## src/rtl/pipeline_pkg.sv

```systemverilog
// Shared encodings for the fetch-stage PC sequencer: FSM states, redirect kinds, PC-mux selects.
// Consumed by pc_sequencer and pc_redirect_hold (PC_SEQ_EXC_EN adds no types here).
package pipeline_pkg;

    typedef enum logic [1:0] {
        S_BOOT = 2'd0,
        S_RUN  = 2'd1,
        S_PEND = 2'd2
    } seq_state_t;

    typedef enum logic [1:0] {
        KIND_BR = 2'd0,
        KIND_JR = 2'd1,
        KIND_J  = 2'd2
    } redirect_kind_t;

    localparam logic [2:0] SEL_PC4 = 3'b000;
    localparam logic [2:0] SEL_BR  = 3'b100;
    localparam logic [2:0] SEL_J   = 3'b010;
    localparam logic [2:0] SEL_JR  = 3'b001;

    function automatic logic [2:0] kind_to_sel(input redirect_kind_t kind);
        case (kind)
            KIND_BR: return SEL_BR;
            KIND_JR: return SEL_JR;
            KIND_J:  return SEL_J;
            default: return SEL_PC4;
        endcase
    endfunction

endpackage

```

## src/rtl/pc_sequencer_if.sv

```systemverilog
// Pipeline <-> PC sequencer signal bundle; slave is the sequencer, master is the pipeline.
// With PC_SEQ_EXC_EN defined the bundle also carries exc_req and epc.
interface pc_sequencer_if #(
    parameter int PC_W = 32
);
    logic            stall;
    logic            br_taken;
    logic [PC_W-1:0] br_target;
    logic            jump_id;
    logic [PC_W-1:0] jump_target;
    logic            jr_id;
    logic [PC_W-1:0] rs_value;
    logic [PC_W-1:0] pc;
    logic [PC_W-1:0] pc4;
    logic [2:0]      sel;
    logic            fetch_valid;
    logic            flush_if_id;
    logic            flush_id_ex;
    logic            redirect_pend;
`ifdef PC_SEQ_EXC_EN
    logic            exc_req;
    logic [PC_W-1:0] epc;
`endif

    modport master (
`ifdef PC_SEQ_EXC_EN
        output exc_req, input epc,
`endif
        output stall, br_taken, br_target, jump_id, jump_target, jr_id, rs_value,
        input  pc, pc4, sel, fetch_valid, flush_if_id, flush_id_ex, redirect_pend
    );

    modport slave (
`ifdef PC_SEQ_EXC_EN
        input exc_req, output epc,
`endif
        input  stall, br_taken, br_target, jump_id, jump_target, jr_id, rs_value,
        output pc, pc4, sel, fetch_valid, flush_if_id, flush_id_ex, redirect_pend
    );

endinterface

```

## src/rtl/pc_redirect_hold.sv

```systemverilog
// Single-entry pending-redirect register used while the PC is stalled.
// A branch displaces a held jump/jr; a jump/jr never displaces a held branch. Unaffected by PC_SEQ_EXC_EN.
module pc_redirect_hold
    import pipeline_pkg::*;
#(
    parameter int PC_W = 32
) (
    input  logic            clk,
    input  logic            rst_n,
    input  logic            clr,
    input  logic            cap,
    input  redirect_kind_t  cap_kind,
    input  logic [PC_W-1:0] cap_target,
    output logic            valid,
    output redirect_kind_t  kind,
    output logic [PC_W-1:0] target
);

    logic            valid_reg;
    redirect_kind_t  kind_reg;
    logic [PC_W-1:0] target_reg;
    logic            accept;

    assign accept = cap && (!valid_reg || (cap_kind == KIND_BR) || (kind_reg != KIND_BR));

    always_ff @(posedge clk or negedge rst_n) begin
        if (!rst_n) begin
            valid_reg  <= 1'b0;
            kind_reg   <= KIND_BR;
            target_reg <= '0;
        end else if (clr) begin
            valid_reg  <= 1'b0;
        end else if (accept) begin
            valid_reg  <= 1'b1;
            kind_reg   <= cap_kind;
            target_reg <= cap_target;
        end
    end

    assign valid  = valid_reg;
    assign kind   = kind_reg;
    assign target = target_reg;

endmodule

```

## src/rtl/pc_sequencer.sv

```systemverilog
// Program-counter owner for the 5-stage pipeline: next-PC arbitration, stall hold, redirect latching, flushes.
// Define PC_SEQ_EXC_EN to add the exc_req / epc exception path.
module pc_sequencer
    import pipeline_pkg::*;
#(
    parameter int              PC_W       = 32,
    parameter logic [PC_W-1:0] RESET_PC   = '0
`ifdef PC_SEQ_EXC_EN
    ,
    parameter logic [PC_W-1:0] EXC_VECTOR = PC_W'(32'h0000_0080)
`endif
) (
    input  logic          clk,
    input  logic          rst_n,
    pc_sequencer_if.slave bus
);

    seq_state_t      state_reg, state_next;
    logic [PC_W-1:0] pc_reg, pc_next;
    logic [2:0]      sel_next;
    logic            flush_if_next, flush_ex_next;

    logic            req_valid;
    redirect_kind_t  req_kind;
    logic [PC_W-1:0] req_target;

    logic            hold_clr, hold_cap;
    logic            pend_valid;
    redirect_kind_t  pend_kind;
    logic [PC_W-1:0] pend_target;

    // Same-cycle arbitration: a taken branch squashes the wrong-path ID jump/jr.
    always_comb begin
        req_valid  = bus.br_taken | bus.jr_id | bus.jump_id;
        req_kind   = KIND_BR;
        req_target = bus.br_target;
        if (!bus.br_taken && bus.jr_id) begin
            req_kind   = KIND_JR;
            req_target = bus.rs_value;
        end else if (!bus.br_taken && bus.jump_id) begin
            req_kind   = KIND_J;
            req_target = bus.jump_target;
        end
    end

    pc_redirect_hold #(.PC_W(PC_W)) u_hold (
        .clk        (clk),
        .rst_n      (rst_n),
        .clr        (hold_clr),
        .cap        (hold_cap),
        .cap_kind   (req_kind),
        .cap_target (req_target),
        .valid      (pend_valid),
        .kind       (pend_kind),
        .target     (pend_target)
    );

    always_comb begin
        state_next    = state_reg;
        pc_next       = pc_reg;
        sel_next      = SEL_PC4;
        hold_clr      = 1'b0;
        hold_cap      = 1'b0;
        flush_if_next = req_valid;
        flush_ex_next = bus.br_taken;
        case (state_reg)
            S_BOOT: state_next = S_RUN;
            S_RUN: begin
                if (bus.stall) begin
                    if (req_valid) begin
                        hold_cap   = 1'b1;
                        state_next = S_PEND;
                    end
                end else if (req_valid) begin
                    pc_next  = req_target;
                    sel_next = kind_to_sel(req_kind);
                end else begin
                    pc_next = pc_reg + PC_W'(4);
                end
            end
            S_PEND: begin
                if (bus.stall) begin
                    hold_cap = req_valid;
                end else begin
                    // Release: a fresh branch beats the latched entry, which is then dropped.
                    hold_clr   = 1'b1;
                    state_next = S_RUN;
                    if (bus.br_taken) begin
                        pc_next  = bus.br_target;
                        sel_next = SEL_BR;
                    end else begin
                        pc_next  = pend_target;
                        sel_next = kind_to_sel(pend_kind);
                    end
                end
            end
            default: state_next = S_BOOT;
        endcase
`ifdef PC_SEQ_EXC_EN
        if (bus.exc_req) begin
            pc_next       = EXC_VECTOR;
            sel_next      = SEL_PC4;
            flush_if_next = 1'b1;
            flush_ex_next = 1'b1;
            hold_clr      = 1'b1;
            hold_cap      = 1'b0;
            state_next    = S_RUN;
        end
`endif
    end

    always_ff @(posedge clk or negedge rst_n) begin
        if (!rst_n) begin
            state_reg <= S_BOOT;
            pc_reg    <= RESET_PC;
        end else begin
            state_reg <= state_next;
            pc_reg    <= pc_next;
        end
    end

`ifdef PC_SEQ_EXC_EN
    logic [PC_W-1:0] epc_reg;

    always_ff @(posedge clk or negedge rst_n) begin
        if (!rst_n) begin
            epc_reg <= '0;
        end else if (bus.exc_req) begin
            epc_reg <= pc_reg;
        end
    end

    assign bus.epc = epc_reg;
`endif

    assign bus.pc            = pc_reg;
    assign bus.pc4           = pc_reg + PC_W'(4);
    assign bus.sel           = sel_next;
    assign bus.fetch_valid   = (state_reg != S_BOOT);
    assign bus.flush_if_id   = flush_if_next;
    assign bus.flush_id_ex   = flush_ex_next;
    assign bus.redirect_pend = pend_valid;

endmodule

```

## src/flat_wrapper.sv

```systemverilog
// flat-port wrapper written by rule: the top's interface ports become plain ports
module pc_sequencer_flat import pipeline_pkg::*;
#(
    parameter int              PC_W       = 32,
    parameter logic [PC_W-1:0] RESET_PC   = '0

)
  (clk, rst_n, bus_stall, bus_br_taken, bus_br_target, bus_jump_id, bus_jump_target, bus_jr_id, bus_rs_value, bus_pc, bus_pc4, bus_sel, bus_fetch_valid, bus_flush_if_id, bus_flush_id_ex, bus_redirect_pend);
  pc_sequencer_if #(.PC_W(PC_W)) bus_i ();
  input  logic clk;
  input  logic rst_n;
  input wire logic [$bits(bus_i.stall)-1:0] bus_stall;
  input wire logic [$bits(bus_i.br_taken)-1:0] bus_br_taken;
  input wire logic [$bits(bus_i.br_target)-1:0] bus_br_target;
  input wire logic [$bits(bus_i.jump_id)-1:0] bus_jump_id;
  input wire logic [$bits(bus_i.jump_target)-1:0] bus_jump_target;
  input wire logic [$bits(bus_i.jr_id)-1:0] bus_jr_id;
  input wire logic [$bits(bus_i.rs_value)-1:0] bus_rs_value;
  output wire logic [$bits(bus_i.pc)-1:0] bus_pc;
  output wire logic [$bits(bus_i.pc4)-1:0] bus_pc4;
  output wire logic [$bits(bus_i.sel)-1:0] bus_sel;
  output wire logic [$bits(bus_i.fetch_valid)-1:0] bus_fetch_valid;
  output wire logic [$bits(bus_i.flush_if_id)-1:0] bus_flush_if_id;
  output wire logic [$bits(bus_i.flush_id_ex)-1:0] bus_flush_id_ex;
  output wire logic [$bits(bus_i.redirect_pend)-1:0] bus_redirect_pend;
  assign bus_i.stall = bus_stall;
  assign bus_i.br_taken = bus_br_taken;
  assign bus_i.br_target = bus_br_target;
  assign bus_i.jump_id = bus_jump_id;
  assign bus_i.jump_target = bus_jump_target;
  assign bus_i.jr_id = bus_jr_id;
  assign bus_i.rs_value = bus_rs_value;
  assign bus_pc = bus_i.pc;
  assign bus_pc4 = bus_i.pc4;
  assign bus_sel = bus_i.sel;
  assign bus_fetch_valid = bus_i.fetch_valid;
  assign bus_flush_if_id = bus_i.flush_if_id;
  assign bus_flush_id_ex = bus_i.flush_id_ex;
  assign bus_redirect_pend = bus_i.redirect_pend;
  pc_sequencer #(.PC_W(PC_W), .RESET_PC(RESET_PC)) u_core (.clk(clk), .rst_n(rst_n), .bus(bus_i));
endmodule
```

## config.mk

```make
export PLATFORM = sky130hd
export DESIGN_NAME = pc_sequencer_flat
export DESIGN_NICKNAME = d
export VERILOG_FILES = /design/src/rtl/pipeline_pkg.sv /design/src/rtl/pc_sequencer_if.sv /design/src/rtl/pc_redirect_hold.sv /design/src/rtl/pc_sequencer.sv /design/src/flat_wrapper.sv
export SDC_FILE = /design/constraint.sdc
export NUM_CORES = 1
export LEC_CHECK = 0
export ABC_AREA = 1
export CAP_MARGIN = 20
export CORE_AREA = 3 3 109 132
export CTS_CLUSTER_DIAMETER = 120
export DETAILED_ROUTE_END_ITERATION = 6
export DIE_AREA = 0 0 112 135
export PLACE_DENSITY = 0.73
export SYNTH_ARGS = -nofsm -noshare
export SYNTH_HDL_FRONTEND = slang
export SYNTH_SLANG_ARGS = --single-unit
export TNS_END_PERCENT = 50
```

## constraint.sdc

```tcl
create_clock -name clk -period 1.8 [get_ports clk]
set_clock_uncertainty 0.05 [all_clocks]
set_input_delay 0.36 -clock clk [delete_from_list [all_inputs] [get_ports clk]]
set_output_delay 0.36 -clock clk [all_outputs]
set_load 0.005 [all_outputs]
```

Yosys cells after proc, flatten, opt, wreduce, memory -nomap -nowiden

Cells that the tools add are included.

Flip-flop bits (word level): 69
ROM bits: 0
Word-level logic and storage cells: 64
RAM bits: 0
Output and inout port bits: 71
Bits in latches: 0
Memories kept: 0

$add $sub $neg: 1
Shifts and indexed selects: 0
$mul: 0
Reduce and logical (&&, ||, !) cells: 17
Eq/ne operators: 10
Bitwise logic cells: 3
$lt $le $gt $ge: 0
Divide/modulo/power cells: 0
Mux-type cells: 28

Operators with widths:

| kind                    | count |
|---|---|
| $mux W32                | 6 |
| $pmux W32 S2            | 1 |
| $add A32 B3 Y32 const B | 1 |
| $pmux W3 S3             | 2 |
| $mux W3                 | 4 |
| $mux W2                 | 5 |
| $ne A2 B2 Y1 const B    | 4 |
| $reduce_bool A2 Y1      | 4 |
| $mux W1                 | 7 |
| $eq A2 B1 Y1 const B    | 3 |
| $eq A2 B2 Y1 const B    | 3 |
| $logic_not A2 Y1        | 3 |
| $pmux W2 S3             | 1 |
| $pmux W3 S2             | 1 |
| $reduce_and A3 Y1       | 2 |
| $logic_and A1 B1 Y1     | 3 |
| $logic_not A1 Y1        | 2 |
| $logic_or A1 B1 Y1      | 2 |
| $or A1 B1 Y1            | 2 |
| $pmux W1 S2             | 1 |
| $reduce_and A2 Y1       | 1 |
| $not A1 Y1              | 1 |

Depth between registers and ports, before layout

Gate-level depths: netlist of run 1.

Depth in word-level cells: 10
Gate-level depth with buffers: 11
Depth with buffers taken out: 10

By module

A second synthesis of run 1 with hierarchy kept.

Cells, all modules: 883
Area total of the unflattened synthesis: 5700.5 um^2

By module, submodules not included:

| module           | times used | area each (um^2) | cells each | sequential area each (um^2) |
|---|---|---|---|---|
| pc_sequencer     | 1          | 4255.3           | 727        | 850.8 |
| pc_redirect_hold | 1          | 1445.1           | 156        | 875.8 |

Worst setup path after synthesis of run 1

OpenSTA, ideal clock, no wires.

Path type: register to output
Start point: register u_core.state_reg[0]
End point: output port bus_sel[2]
Stages on the path, launching flop included: 8
Setup slack: -0.039 ns
Path buffers: 1
Arrival time: 1.429 ns
Path through: dfrtp_1 > inv_1 > ha_1 > inv_1 > nor2_4 > nor2_4 > buf_2 > a2111oi_2

Word-level cells in the longest chain between the ends: 2
Elaborated cells on any way between the ends: 3
Classes of those cells: eq/ne: 2; mux: 1

Ends and longest elaborated chain:

| element                                             | line                | RTL |
|---|---|---|
| start: declaration                                  | pc_sequencer.sv:18  | `seq_state_t state_reg, state_next;` |
| start signal: assignment                            | pc_sequencer.sv:117 | `state_reg <= state_next;` |
| $eq A2 B2 Y1 / $eq A2 B1 Y1 (equally long branches) | n/a                 |  |
| $pmux W3 S2 (*)                                     | pc_sequencer.sv:66  | `case (state_reg)` |
| end: declaration                                    | flat_wrapper.sv:21  | `output wire logic [$bits(bus_i.sel)-1:0] bus_sel;` |

Mark *: on every way between the ends. The rest lies on a longest branch, timed or not.

Worst setup path in the final report of run 1

Start point: register u_core.pc_reg[3], in the netlist u_core.bus.pc[3]
End point: output port bus_pc4[30]

Word-level cells in the longest chain between the ends: 1

Ends and longest elaborated chain:

| element                  | line                | RTL |
|---|---|---|
| start: declaration       | pc_sequencer.sv:19  | `logic [PC_W-1:0] pc_reg, pc_next;` |
| start signal: assignment | pc_sequencer.sv:118 | `pc_reg <= pc_next;` |
| $add A32 B3 Y32          | pc_sequencer.sv:137 | `assign bus.pc4 = pc_reg + PC_W'(4);` |
| end: declaration         | flat_wrapper.sv:20  | `output wire logic [$bits(bus_i.pc4)-1:0] bus_pc4;` |

Every way passes these cells.

==> results.md, run 1 <==
- DRC viols: 0
- Register area: 1735 sq um
- Maximum vdd drop: 0.9620 mV
- Mapped Cells: 810
- GRT Util Overall: 30.93%
- Crit path max fanout: 5
- Synth unique cells: 42
- Congestion Overflow GR: 0
- TritonRoute pass-1 iters: 7
- DP Wirelength: 14880 microns
- Final hold vios: 0
- Die Wd: 112 microns
- PwrDens: 1616 nW/um^2
- Crit-path max cell delay: 0.44 ns
- Clock sinks: 69
- P_leak: 0.004964 uW
- Cell mode on critical path: nand2_1
- Share of cells above drive strength 1: 42.67%
- Vias: 7862
- Syn Std Cell Area: 5231 sq um
- Relative slew margins: 66.17%
- Total CTS buffers: 9
- Reg-to-reg startpoint: u_core.bus.pc[3]
- Max clock buf depth: 2
- Initial antenna violation count: 0
- Setup crit start: u_core.bus.pc[3]
- Max H-tree Level: 3
- Crit-path cells: ha_4, nand2_4, nor2_4, nand2_4, buf_4, nor2_4, nand2_1, nand2_1, nand2_1, buf_2
- Design Power: 17060 uW
- Clock Pin Slew Worst Setup and Hold Paths: 0.06 ns
- Startpoint types: flip-flop
- Root buffer cell: clkbuf_16
- Final setup violation count: 62
- Failing checks: negative setup slack
- Largest net degree at the start of global routing: 37
- Final Net Count: 1296
- WS Path Type: reg -> out
- Hold Slack: 0.4197 ns
- Register area share after synthesis: 33.01%
- Synth warn: 0
- TritonCTS clock tree: built
- I/O pins: 173
- Tmin final: 2.611 ns
- Slew Viols, Final: 0
- First-pass GRT wire length: 37660 microns
- Fmax: 383.0 MHz
- R2R depth: 15
- Critical Path Sink Type: output port
- Worst setup path endpoint: bus_pc4[30]
- Vias in the first global route: 7383
- Setup slack, reg-to-reg: -0.44 ns
- RSZ-0062 raised after global routing: true
- Fillers: 751
- MaxCap Viol Count: 0
- Global placer's final weighted congestion: 0.9210
- Diodes inserted: 0
- Drt via density: 5.777
- Slew @ Worst Pin: 0.5021 ns
- Row Count: 46
- Final WS setup: -0.8111 ns
- Class of the worst hold path: reg -> reg
- Starting density of the core: 39.69%
- CP required: 1.39 ns
- Syn avg cell area: 6.458 sq um
- Routed Antenna Nets: 0
- Port buffer count: 172
- Inst Count DP: 1255
- Layout overhead on the synthesized area: 101.7%
- Clk_lat worst skew: 0.35 ns
- Finished Layout Cells: 1361
- Detailed Route WL: 28470 microns
- Initial DRC Count: 1030
- Crit-path slowest cell: dfrtp_1
- Die area: 15120 sq um
- Setup TNS: -19.03 ns
- Layout Utilization: 80.07%
- Multi-input gate area: 3989 sq um
- Reg-to-Reg End: u_core.bus.pc[14]
- Area of the core: 13180 sq um
- Crit path DAT: 2.20 ns
- Status: complete, but fails checks
- Post-Syn Nets: 917
- Post-DR wirelength/cell: 20.91 microns
- Flops & latches, synth: 69
- Fin crit share: 145.1%
- Die H: 135 microns
[Yosys cell counts]
| cell type | number | share of area [%] |
|---|---|---|
| o22ai_1 | 1 | 0.12 |
| nand2_1 | 315 | 23 |
| o211ai_2 | 1 | 0.24 |
| nor2_1 | 78 | 5.6 |
| nor4_4 | 1 | 0.41 |
| o21bai_1 | 5 | 0.72 |
| o21ai_0 | 54 | 5.2 |
| nor2_2 | 2 | 0.24 |
| nand2_2 | 1 | 0.12 |
| buf_2 | 15 | 1.4 |
| a22oi_1 | 1 | 0.14 |
| clkbuf_4 | 1 | 0.14 |
| a211oi_1 | 1 | 0.14 |
| and2_1 | 9 | 1.1 |
| buf_6 | 6 | 1.3 |
| o21ai_1 | 13 | 1.2 |
| buf_4 | 10 | 1.4 |
| nand3_1 | 51 | 4.9 |
| a31oi_1 | 1 | 0.12 |
| a21oi_1 | 60 | 5.7 |
| a2111oi_2 | 1 | 0.29 |
| xor2_2 | 2 | 0.62 |
| nor2_4 | 8 | 1.7 |
| xor2_1 | 2 | 0.33 |
| inv_6 | 1 | 0.17 |
| xnor2_1 | 4 | 0.67 |
| ha_1 | 5 | 1.2 |
| nand3_4 | 1 | 0.33 |
| nand3b_1 | 6 | 0.86 |
| nor2_8 | 1 | 0.38 |
| o2111ai_1 | 1 | 0.17 |
| inv_2 | 4 | 0.29 |
| dfrtp_1 | 69 | 33 |
| nand4_1 | 1 | 0.12 |
| clkbuf_1 | 7 | 0.50 |
| or2_0 | 2 | 0.24 |
| o21ai_4 | 1 | 0.31 |
| inv_4 | 1 | 0.12 |
| nand2_4 | 2 | 0.43 |
| a21boi_0 | 1 | 0.14 |
| inv_1 | 55 | 3.9 |
| o211ai_1 | 9 | 1.3 |
[cells in the final DEF, fill, tap and decap left out, types with 4 or more instances in the layout]
cell / count
a21oi_1: 26
a21oi_2: 31
and2_4: 8
buf_12: 18
buf_2: 26
buf_4: 122
buf_6: 98
clkbuf_16: 11
clkdlybuf4s50_1: 109
dfrtp_1: 62
dfrtp_2: 7
dlygate4sd2_1: 5
dlymetal6s2s_1: 20
inv_1: 46
inv_2: 9
inv_4: 4
nand2_1: 251
nand2_2: 51
nand2_4: 15
nand3_1: 38
nand3_2: 9
nand3_4: 5
nand3b_1: 6
nor2_1: 45
nor2_2: 15
nor2_4: 28
o211ai_1: 9
o21ai_0: 39
o21ai_1: 14
o21ai_2: 12
o21bai_4: 5
xnor2_4: 4
[power by group]
part	total (uW)	leakage (uW)	switching [uW]	internal, uW
registers	3070	0.000824	739	2330
clock network	1980	0.000152	739	1240
logic	12000	0.00399	5820	6190
[worst max-delay path, delay by kind of cell (launching register included)]
kind | cells | cell delay, ns
flip-flops | 1 | 0.44
AND/OR/NAND/NOR | 7 | 0.90
adder cells (fa/ha/maj) | 1 | 0.20
buffers and inverters | 2 | 0.31
[cell type report]
type | instances | area share, %
Tap cell | 168 | 1.992
Timing Repair Buffer | 407 | 38.35
Clock inverter | 4 | 0.6876
Clock buffer | 11 | 2.300
Multi-Input combinational cell | 641 | 37.79
Inverter | 61 | 2.430
Sequential cell | 69 | 16.44
[worst min path at each step]
stage,from,to,slack (ns),cells after the start
global route,u_core.u_hold.target[16],u_core.u_hold.target[16],0.43,2
floorplan,rst_n,u_core.bus.pc[0],0.01,0
CTS,u_core.u_hold.target[16],u_core.u_hold.target[16],0.42,2
detailed placement,rst_n,u_core.bus.pc[25],0.28,1
global placement,rst_n,u_core.bus.pc[25],0.28,1
finish,u_core.u_hold.target[20],u_core.u_hold.target[20],0.42,2
[layer usage]
layer | wire [microns] | up-vias | GRT usage (%)
li1 | - | 3349 | -
met1 | 10020 | 3687 | 37.01
met2 | 13940 | 618 | 53.37
met3 | 2595 | 208 | 5.244
met4 | 1912 | 0 | 16.03
met5 | 0 | - | 0
[cell families (layout without fill, tap and decap cells)]
group	after synthesis	in the layout	synth area share, %
XOR/XNOR	8	8	1.626
buffers and inverters	100	483	9.328
adder cells (fa/ha/maj)	5	5	1.196
AO/OA/AOI/OAI	150	150	15.83
flip-flops	69	69	33.01
AND/OR/NAND/NOR	478	478	39.01
[what timing repair did]
item                                    in CTS  in global routing
buffers inserted                            94                 49
pin swaps                                   73                 79
gates cloned                                 2                  2
endpoints found under the setup margin     105                101
hold endpoints to repair                    13                  0
hold buffers                                 1                  0
gates resized for setup                    306                267
[stage by stage]
stage / cell area (sq um) / setup slack (ns)
6_report: 10550 / -0.8111
5_1_grt: 10550 / -0.8285
4_1_cts: 9619 / -0.5300
3_5_place_dp: 8153 / -0.5988
3_3_place_gp: 8153 / -0.6153
2_1_floorplan: 5231 / 0.001094
Power figures use the tool's default switching activity.
==> inputs of run 2 (changes only) <==
--- a/config.mk
+++ b/config.mk
@@ -12,6 +12,7 @@
 export DETAILED_ROUTE_END_ITERATION = 6
 export DIE_AREA = 0 0 112 135
 export PLACE_DENSITY = 0.73
+export SLEW_MARGIN = 20
 export SYNTH_ARGS = -nofsm -noshare
 export SYNTH_HDL_FRONTEND = slang
 export SYNTH_SLANG_ARGS = --single-unit
==> results of run 2 <==
The final DEF is identical to that of run 1; final timing and power are the same.
